[config.mk]
export PLATFORM = sky130hd
export DESIGN_NAME = prefetch_unit
export DESIGN_NICKNAME = d
export VERILOG_FILES = /design/src/rtl/prefetch_unit.sv
export SDC_FILE = /design/constraint.sdc
export NUM_CORES = 1
export LEC_CHECK = 0
export CAP_MARGIN = 10
export CORE_ASPECT_RATIO = 1.2
export CORE_MARGIN = 4
export CORE_UTILIZATION = 58
export CTS_CLUSTER_DIAMETER = 100
export CTS_CLUSTER_SIZE = 25
export DETAILED_ROUTE_END_ITERATION = 8
export DONT_BUFFER_PORTS = 1
export PLACE_DENSITY = 0.76
export SYNTH_ARGS = -nofsm -noshare
export SYNTH_HDL_FRONTEND = slang
export SYNTH_SLANG_ARGS = --single-unit
[constraint.sdc]
create_clock -name clk -period 5.7 [get_ports clk]
set_input_delay 1.14 -clock clk [delete_from_list [all_inputs] [get_ports clk]]
set_output_delay 1.14 -clock clk [all_outputs]
set_load 0.02 [all_outputs]
[src/rtl/prefetch_unit.sv]
// rtl/prefetch_unit.sv - instruction prefetch unit with a small fetch queue and redirect handling
//
// Purpose:
//   Issues sequential instruction reads to memory, one outstanding request at
//   a time, and buffers the returned words with their fetch addresses in a
//   DEPTH-entry queue for the consumer. A redirect flushes the queue and
//   restarts fetch at a new address; a read already in flight when the
//   redirect arrives is completed and its data dropped.
//
// Ports:
//   clk, rst          clock; asynchronous active-high reset
//   mem_req/mem_addr  read request and address to memory
//   mem_ack/mem_rdata memory completion and read data
//   redirect/redirect_pc  flush and restart fetch at redirect_pc
//   instr_valid/instr/instr_pc/instr_ready  queue head and consumer handshake
//   dbg_count/dbg_state   queue occupancy and FSM state (IDLE=0, REQ=1, DISCARD=2)

module prefetch_unit #(
  parameter int          ADDR_W   = 16,
  parameter int          INSTR_W  = 16,
  parameter int          DEPTH    = 4,
  parameter int          PC_STEP  = 2,
  parameter int unsigned RESET_PC = 0
) (
  input  logic                       clk,
  input  logic                       rst,
  output logic                       mem_req,
  output logic [ADDR_W-1:0]          mem_addr,
  input  logic                       mem_ack,
  input  logic [INSTR_W-1:0]         mem_rdata,
  input  logic                       redirect,
  input  logic [ADDR_W-1:0]          redirect_pc,
  output logic                       instr_valid,
  output logic [INSTR_W-1:0]         instr,
  output logic [ADDR_W-1:0]          instr_pc,
  input  logic                       instr_ready,
  output logic [$clog2(DEPTH):0]     dbg_count,
  output logic [1:0]                 dbg_state
);

  localparam int PTR_W = $clog2(DEPTH);
  localparam int CNT_W = PTR_W + 1;

  localparam logic [CNT_W-1:0]  FULL_COUNT = CNT_W'(DEPTH);
  localparam logic [ADDR_W-1:0] STEP       = ADDR_W'(PC_STEP);
  localparam logic [ADDR_W-1:0] START_PC   = ADDR_W'(RESET_PC);

  typedef enum logic [1:0] {
    IDLE    = 2'd0,
    REQ     = 2'd1,
    DISCARD = 2'd2
  } fetchState_e;

  fetchState_e        state, stateNext;
  logic [ADDR_W-1:0]  memAddrQ, memAddrNext;
  logic [ADDR_W-1:0]  fetchPc, fetchPcNext;
  logic [CNT_W-1:0]   count, countNext, countAfterPush;
  logic [PTR_W-1:0]   rdPtr, wrPtr;
  logic               doPush, doPop, flush;

  logic [INSTR_W-1:0] instrMem [DEPTH];
  logic [ADDR_W-1:0]  pcMem    [DEPTH];

  // State register
  always_ff @(posedge clk or posedge rst) begin
    if (rst) begin
      state <= IDLE;
    end else begin
      state <= stateNext;
    end
  end

  // Next-state and datapath control
  always_comb begin
    stateNext   = state;
    memAddrNext = memAddrQ;
    fetchPcNext = fetchPc;
    doPush      = 1'b0;
    flush       = 1'b0;

    // A redirect cancels any same-cycle pop: the head belongs to the old stream.
    doPop = (count != '0) && instr_ready && !redirect;

    // Occupancy after this cycle if a push happens; decides whether to keep fetching.
    countAfterPush = count + CNT_W'(1) - CNT_W'(doPop);

    case (state)
      IDLE: begin
        if (redirect) begin
          flush       = 1'b1;
          fetchPcNext = redirect_pc;
          memAddrNext = redirect_pc;
          stateNext   = REQ;
        end else if (count < FULL_COUNT) begin
          memAddrNext = fetchPc;
          stateNext   = REQ;
        end
      end

      REQ: begin
        if (redirect) begin
          flush       = 1'b1;
          fetchPcNext = redirect_pc;
          if (mem_ack) begin
            // Read completes now; its data is stale, so start the new stream directly.
            memAddrNext = redirect_pc;
          end else begin
            // Read still in flight: keep the request up and throw its data away.
            stateNext = DISCARD;
          end
        end else if (mem_ack) begin
          doPush      = 1'b1;
          fetchPcNext = memAddrQ + STEP;
          if (countAfterPush < FULL_COUNT) begin
            memAddrNext = memAddrQ + STEP;
          end else begin
            stateNext = IDLE;
          end
        end
      end

      DISCARD: begin
        if (redirect) begin
          flush       = 1'b1;
          fetchPcNext = redirect_pc;
          if (mem_ack) begin
            memAddrNext = redirect_pc;
            stateNext   = REQ;
          end
        end else if (mem_ack) begin
          memAddrNext = fetchPc;
          stateNext   = REQ;
        end
      end

      default: stateNext = IDLE;
    endcase

    if (flush) begin
      countNext = '0;
    end else begin
      countNext = count + CNT_W'(doPush) - CNT_W'(doPop);
    end
  end

  // Address, queue storage and pointers
  always_ff @(posedge clk or posedge rst) begin
    if (rst) begin
      memAddrQ <= START_PC;
      fetchPc  <= START_PC;
      count    <= '0;
      rdPtr    <= '0;
      wrPtr    <= '0;
      for (int i = 0; i < DEPTH; i++) begin
        instrMem[i] <= '0;
        pcMem[i]    <= '0;
      end
    end else begin
      memAddrQ <= memAddrNext;
      fetchPc  <= fetchPcNext;
      count    <= countNext;
      if (flush) begin
        rdPtr <= '0;
        wrPtr <= '0;
      end else begin
        if (doPush) begin
          instrMem[wrPtr] <= mem_rdata;
          pcMem[wrPtr]    <= memAddrQ;
          wrPtr           <= wrPtr + PTR_W'(1);
        end
        if (doPop) begin
          rdPtr <= rdPtr + PTR_W'(1);
        end
      end
    end
  end

  assign mem_req     = (state != IDLE);
  assign mem_addr    = memAddrQ;
  assign instr_valid = (count != '0);
  assign instr       = instrMem[rdPtr];
  assign instr_pc    = pcMem[rdPtr];
  assign dbg_count   = count;
  assign dbg_state   = state;

endmodule

==> results of run 1 <==
-- logic make-up after synthesis --
| kind of cell | Yosys count |
|---|---|
| mux | 177 |
| flops | 169 |
| simple gates | 120 |
| compound gates | 118 |
| buf+inv | 70 |
| xor+xnor | 16 |
| fa+ha+maj | 12 |
-- registers in the layout, indices dropped and copies added, names as in the netlist --
signal	cells
instrMem	64
pcMem	64
fetchPc	16
mem_addr	16
dbg_count	3
dbg_state	2
rdPtr	2
wrPtr	2
-- per-layer routing --
layer	part of all wire	vias to the layer above	track usage
met3	0.066	28	0.07154
met2	0.51	186	0.4019
met5	0	-	0
met4	0.021	0	0.08011
li1	-	2416	-
met1	0.41	2869	0.3035
-- report_power, final --
part | internal, mW | total [mW] | switching (mW)
sequential | 1.56 | 2.08 | 0.520
combinational | 0.922 | 1.97 | 1.05
clock | 0.785 | 1.26 | 0.475
-- placed cells by master (no fill, tap or decap), drive strengths merged, types with 3 or more instances in the layout --
cell type / netlist / routed
dfrtp: 169 / 169
nand2b: 4 / 4
nor2: 20 / 20
a211oi: 3 / 3
ha: 11 / 11
mux2i: 14 / 14
nor2b: 3 / 3
nand2: 48 / 48
a21o: 6 / 6
and3: 7 / 7
inv: 16 / 16
nand4: 5 / 5
o31ai: 3 / 3
clkbuf: 3 / 23
mux2: 131 / 131
nand3: 12 / 12
nand3b: 4 / 4
o21ai: 44 / 44
and2: 7 / 7
mux4: 32 / 32
a222oi: 7 / 7
xor2: 4 / 4
o31a: 3 / 3
xnor2: 12 / 12
a22o: 3 / 3
clkinvlp: 0 / 3
a21oi: 29 / 29
bufinv: 0 / 4
o211ai: 4 / 4
-- per-stage QoR --
step	utilization	hold WS, ps	area, um2	std cells
floorplan	-	444.6	9153	682
global route	0.6251	516.4	9698	870
CTS	0.6251	487.0	9698	870
detailed placement	0.5832	472.5	9049	838
finish	0.6251	487.7	9698	870
global placement	0.5832	457.0	9049	838
-- final timing paths --
kind / end / slack, ps / depth (start not counted)
setup reg to reg: dbg_count[2] / 2270 / 11
max in group asynchronous: rdPtr[0] / 4170 / 2
setup / recovery: dbg_count[2] / 2270 / 11
min in group asynchronous: dbg_state[0] / 840 / 2
hold / removal: fetchPc[1] / 490 / 2
hold reg to reg: fetchPc[1] / 490 / 2
-- worst min-delay path, cell delays in order (launching register included) --
cell and delay (ps):
dfrtp_1 340, nand2_1 50, o21ai_0 60
-- cell type report --
type	instances	area, um2
Clock buffer	23	488.0
Clock inverter	9	161.4
Fill cell	1202	5817
Inverter	16	63.81
Multi-Input combinational cell	443	4466
Sequential cell	169	4232
Tap cell	208	260.3
Timing Repair Buffer	2	27.53
==> results.sh, run 1 <==
export IMPL_drt_iter0_markers=523
export IMPL_worst_slew_pin_slew_ps=976.8
export IMPL_cts_clk_slew_worst_paths_ps=70
export IMPL_firstDrtPassIters=6
export IMPL_synth_seq_cells=169
export IMPL_antenna_diode_count=0
export IMPL_synthSimpleGateAreaFrac=0.07016
export IMPL_grt_pass1_vias=6069
export IMPL_required_ps=6000
export IMPL_hold_viol=0
export IMPL_status="finished, final reports clean"
export IMPL_die_h_um=145.6
export IMPL_synth_top_cell_by_area="dfrtp_1"
export IMPL_dp_hpwl_mm=13.10
export IMPL_p_leak_nw=4.668
export IMPL_hold_buffers=0
export IMPL_portBuffers=0
export IMPL_grt_max_degree=170
export IMPL_fin_crit_sh=0.6013
export IMPL_drt_antenna_violating_nets=0
export IMPL_io_pins=92
export IMPL_finalSetupTns_ps=0
export IMPL_num_vias=5499
export IMPL_worstPathArrival_ps=3730
export IMPL_rows=50
export IMPL_groute_usage_overall=0.2423
export IMPL_path_class="flip-flop to flip-flop"
export IMPL_cp_slowest_cell="dfrtp_1"
export IMPL_syn_to_final_growth_pct=6.004
export IMPL_cts_resized=0
export IMPL_rsz0062_at_grt="no"
export IMPL_grt_overflow_total=0
export IMPL_synth_cell_type_count=68
export IMPL_critical_path_top_delay_family="adder cells"
export IMPL_post_cts_setup_buffers=0
export IMPL_skew_ps=8.663
export IMPL_synthCells=682
export IMPL_fp_dieW_um=122.7
export IMPL_cts_root_buffer="clkbuf_16"
export IMPL_via_per_inst=6.321
export IMPL_power_density_nw_per_um2=546.9
export IMPL_drive_gt1_frac=0.3323
export IMPL_synth_net_count=731
export IMPL_syn_area_per_cell_um2=13.41
export IMPL_fin_crit_ps=3427
export IMPL_fmax_ghz=0.2918
export IMPL_hold_start="fetchPc[1]"
export IMPL_synth_adder_area_share=0.01723
export IMPL_cts_sinks=169
export IMPL_setup_slack_ps=2273
export IMPL_yosys_area_share_xor_xnor=0.01532
export IMPL_synth_compound_area_frac=0.08411
export IMPL_synthTopCellsByArea="dfrtp_1 46%, mux2_4 18%, mux4_2 7.9%"
export IMPL_cts_htree_levels=4
export IMPL_drv_slew=0
export IMPL_wl_mm=20.50
export IMPL_synth_most_common_cell="dfrtp_1"
export IMPL_rr_startpoint="dbg_state[1]"
export IMPL_ir_drop_mv=0.4116
export IMPL_antenna_found_initial=0
export IMPL_synth_common_cells="169 x dfrtp_1, 112 x mux2_4, 43 x nand2_1"
export IMPL_start_util=0.5897
export IMPL_avgRoutedWirePerCell_um=23.57
export IMPL_core_area_um2=15510
export IMPL_dieArea_um2=17860
export IMPL_yosysWarnings=0
export IMPL_hold_path_class="flip-flop to flip-flop"
export IMPL_synth_top_family_by_area="multiplexers"
export IMPL_finalWeightedCongestion=0.9010
export IMPL_synth_area_um2=9149
export IMPL_clock_latency_ps=420
export IMPL_cp_num_buf_inv=3
export IMPL_path_cells="inv_1, ha_1, nor2b_2, and2_1, inv_1, ha_1, inv_1, ha_1, fa_1, xnor2_1, nor2_1"
export IMPL_cts_made_buffers=17
export IMPL_slowest_delay_ps=520
export IMPL_startpoint_type="flip-flop"
export IMPL_worst_path_max_fanout=11
export IMPL_drc_errors=0
export IMPL_power_total_mw=5.304
export IMPL_endpoint_kind="flip-flop"
export IMPL_ys_async_sr_fraction=1.000
export IMPL_critPathLaunch="dbg_state[1]"
export IMPL_grt_pass1_wl_mm=33.93
export IMPL_cts_buffer_depth=2
export IMPL_synth_seq_area_share=0.4623
export IMPL_dp_slack_ps=2219
export IMPL_cts_tree="built"
export IMPL_max_slew_margin=0.3488
export IMPL_synth_edf_count=0
export IMPL_max_cap_violations=0
export IMPL_setup_viol_count_final=0
export IMPL_nNetsFinal=698
export IMPL_synth_area_mux_share=0.3013
export IMPL_synth_top_flop_cell="dfrtp_1"
export IMPL_yosysTopAreaCellShare=0.4623
No activity file was read; power rests on OpenSTA's default activity.
==> run 2: changes to the inputs <==
--- a/config.mk
+++ b/config.mk
@@ -8,7 +8,7 @@
 export CAP_MARGIN = 10
 export CORE_ASPECT_RATIO = 1.2
 export CORE_MARGIN = 4
-export CORE_UTILIZATION = 58
+export CORE_UTILIZATION = 60
 export CTS_CLUSTER_DIAMETER = 100
 export CTS_CLUSTER_SIZE = 25
 export DETAILED_ROUTE_END_ITERATION = 8
==> constraint.sdc (replaced) <==
create_clock -name clk -period 3.35 [get_ports clk]
set_input_delay 0.67 -clock clk [delete_from_list [all_inputs] [get_ports clk]]
set_output_delay 0.67 -clock clk [all_outputs]
set_load 0.02 [all_outputs]
==> results.sh, run 2 (synthesis results as in run 1) <==
export IMPL_max_cap_violations=0
export IMPL_drt_iter0_markers=480
export IMPL_rsz0062_at_grt="no"
export IMPL_cts_buffer_depth=2
export IMPL_wl_mm=20.25
export IMPL_startpoint_type="flip-flop"
export IMPL_cts_sinks=169
export IMPL_hold_viol=0
export IMPL_switching_power_mw=3.435
export IMPL_start_util=0.6116
export IMPL_max_slew_margin=0.3680
export IMPL_cts_made_buffers=17
export IMPL_worst_r2r_cell_count=12
export IMPL_syn_to_final_growth_pct=6.250
export IMPL_cts_root_buffer="clkbuf_16"
export IMPL_regArea_um2=4232
export IMPL_drc_errors=0
export IMPL_critPathLaunch="rdPtr[0]"
export IMPL_dieArea_um2=17300
export IMPL_holdWs_ps=16.35
export IMPL_multi_input_area_um2=4466
export IMPL_hold_buffers=0
export IMPL_fin_crit_ps=2767
export IMPL_p_leak_nw=4.697
export IMPL_reg2reg_slack_ps=680
export IMPL_p_sw_frac=0.3848
export IMPL_grt_overflow_total=0
export IMPL_slowest_delay_ps=650
export IMPL_fin_crit_sh=0.8261
export IMPL_num_vias=5436
export IMPL_antenna_diode_count=0
export IMPL_via_per_inst=6.220
export IMPL_r2r_end="dbg_count[2]"
export IMPL_power_density_nw_per_um2=918.3
export IMPL_worst_slew_pin_slew_ps=948.0
export IMPL_endpoint_kind="primary output"
export IMPL_cts_htree_levels=4
export IMPL_drv_slew=0
export IMPL_drt_antenna_violating_nets=0
export IMPL_layout_commonest_cell="dfrtp_1"
export IMPL_status="finished, final reports clean"
export IMPL_path_cells="buf_4, mux4_2"
export IMPL_final_cell_mix="167 x dfrtp_1, 112 x mux2_4, 43 x nand2_1"
export IMPL_portBuffers=0
export IMPL_groute_usage_overall=0.2475
export IMPL_setup_viol_count_final=0
export IMPL_finalWeightedCongestion=0.9150
export IMPL_fillers=1178
export IMPL_fmax_ghz=0.3613
export IMPL_cp_slowest_cell="dfrtp_2"
export IMPL_pwr_share_seq=0.388
export IMPL_cts_clk_slew_worst_paths_ps=60
export IMPL_pwr_share_comb=0.384
export IMPL_grt_pass1_vias=5929
export IMPL_worst_path_max_fanout=14
export IMPL_rows=49
export IMPL_fp_dieW_um=120.7
export IMPL_post_cts_setup_buffers=0
export IMPL_nNetsFinal=707
export IMPL_firstDrtPassIters=6
export IMPL_final_core_util=0.6498
export IMPL_grt_pass1_wl_mm=33.09
export IMPL_clkPwrFrac=0.228
export IMPL_clock_latency_ps=440
export IMPL_dp_hpwl_mm=13.44
export IMPL_skew_ps=21.49
export IMPL_antenna_found_initial=0
export IMPL_worstPathArrival_ps=2100
export IMPL_finalSetupTns_ps=0
export IMPL_power_total_mw=8.926
export IMPL_avgRoutedWirePerCell_um=23.17
export IMPL_core_area_um2=14960
export IMPL_drive_gt1_frac=0.3403
export IMPL_hold_path_class="primary input to async pin"
export IMPL_die_h_um=143.3
export IMPL_power_internal_mw=5.491
export IMPL_rr_startpoint="dbg_state[0]"
export IMPL_grt_max_degree=106
export IMPL_cts_tree="built"
export IMPL_io_pins=92
export IMPL_path_class="flip-flop to primary output"
export IMPL_reg_top3="instrMem (64), pcMem (64)"
export IMPL_cts_resized=0
export IMPL_ir_drop_mv=0.6953
export IMPL_required_ps=2680
[run 2: critical path: cells and delay by family, from the launching register on]
family / cells / cell delay, ps
flip-flops: 1 / 650
multiplexers: 1 / 640
buffers and inverters: 1 / 370
[run 2: stage by stage]
| step | area [um2] | setup slack [ps] | std cells |
|---|---|---|---|
| 2_1_floorplan | 9153 | 525.3 | 682 |
| 3_3_place_gp | 9111 | 754.3 | 843 |
| 3_5_place_dp | 9111 | 703.0 | 843 |
| 4_1_cts | 9721 | 537.9 | 874 |
| 5_1_grt | 9721 | 462.7 | 874 |
| 6_report | 9721 | 582.6 | 874 |
[run 2: worst max-delay path by stage]
stage | endpoint | slack, ps
after floorplan | dbg_count[0] | 530
after global placement | dbg_count[2] | 750
after detailed placement | dbg_count[2] | 700
after CTS | instr_pc[13] | 540
after global routing | dbg_count[2] | 460
final | instr_pc[13] | 580
[run 2: layout make-up]
| type | count | share of cell area |
|---|---|---|
| inverters | 16 | 0.006565 |
| clock inverters | 12 | 0.01815 |
| flip-flops and latches | 169 | 0.4353 |
| clock buffers | 19 | 0.04454 |
| multi-input cells | 443 | 0.4594 |
| well taps | 204 | 0.02626 |
| repair buffers | 11 | 0.009782 |
[run 2: power groups by stage]
stage / registers, mW / clock network, mW / logic, mW
4_1_cts: 3.47 / 2.07 / 3.46
3_3_place_gp: 3.43 / 0 / 3.36
5_1_grt: 3.57 / 2.16 / 3.71
2_1_floorplan: 3.09 / 0 / 3.16
3_5_place_dp: 3.50 / 0 / 3.44
6_report: 3.46 / 2.03 / 3.43
[run 2: per-layer routing]
metal	global-route usage	share of wire
met4	0.08831	0.025
met3	0.06973	0.059
met1	0.3101	0.41
met2	0.4145	0.50
met5	0	0
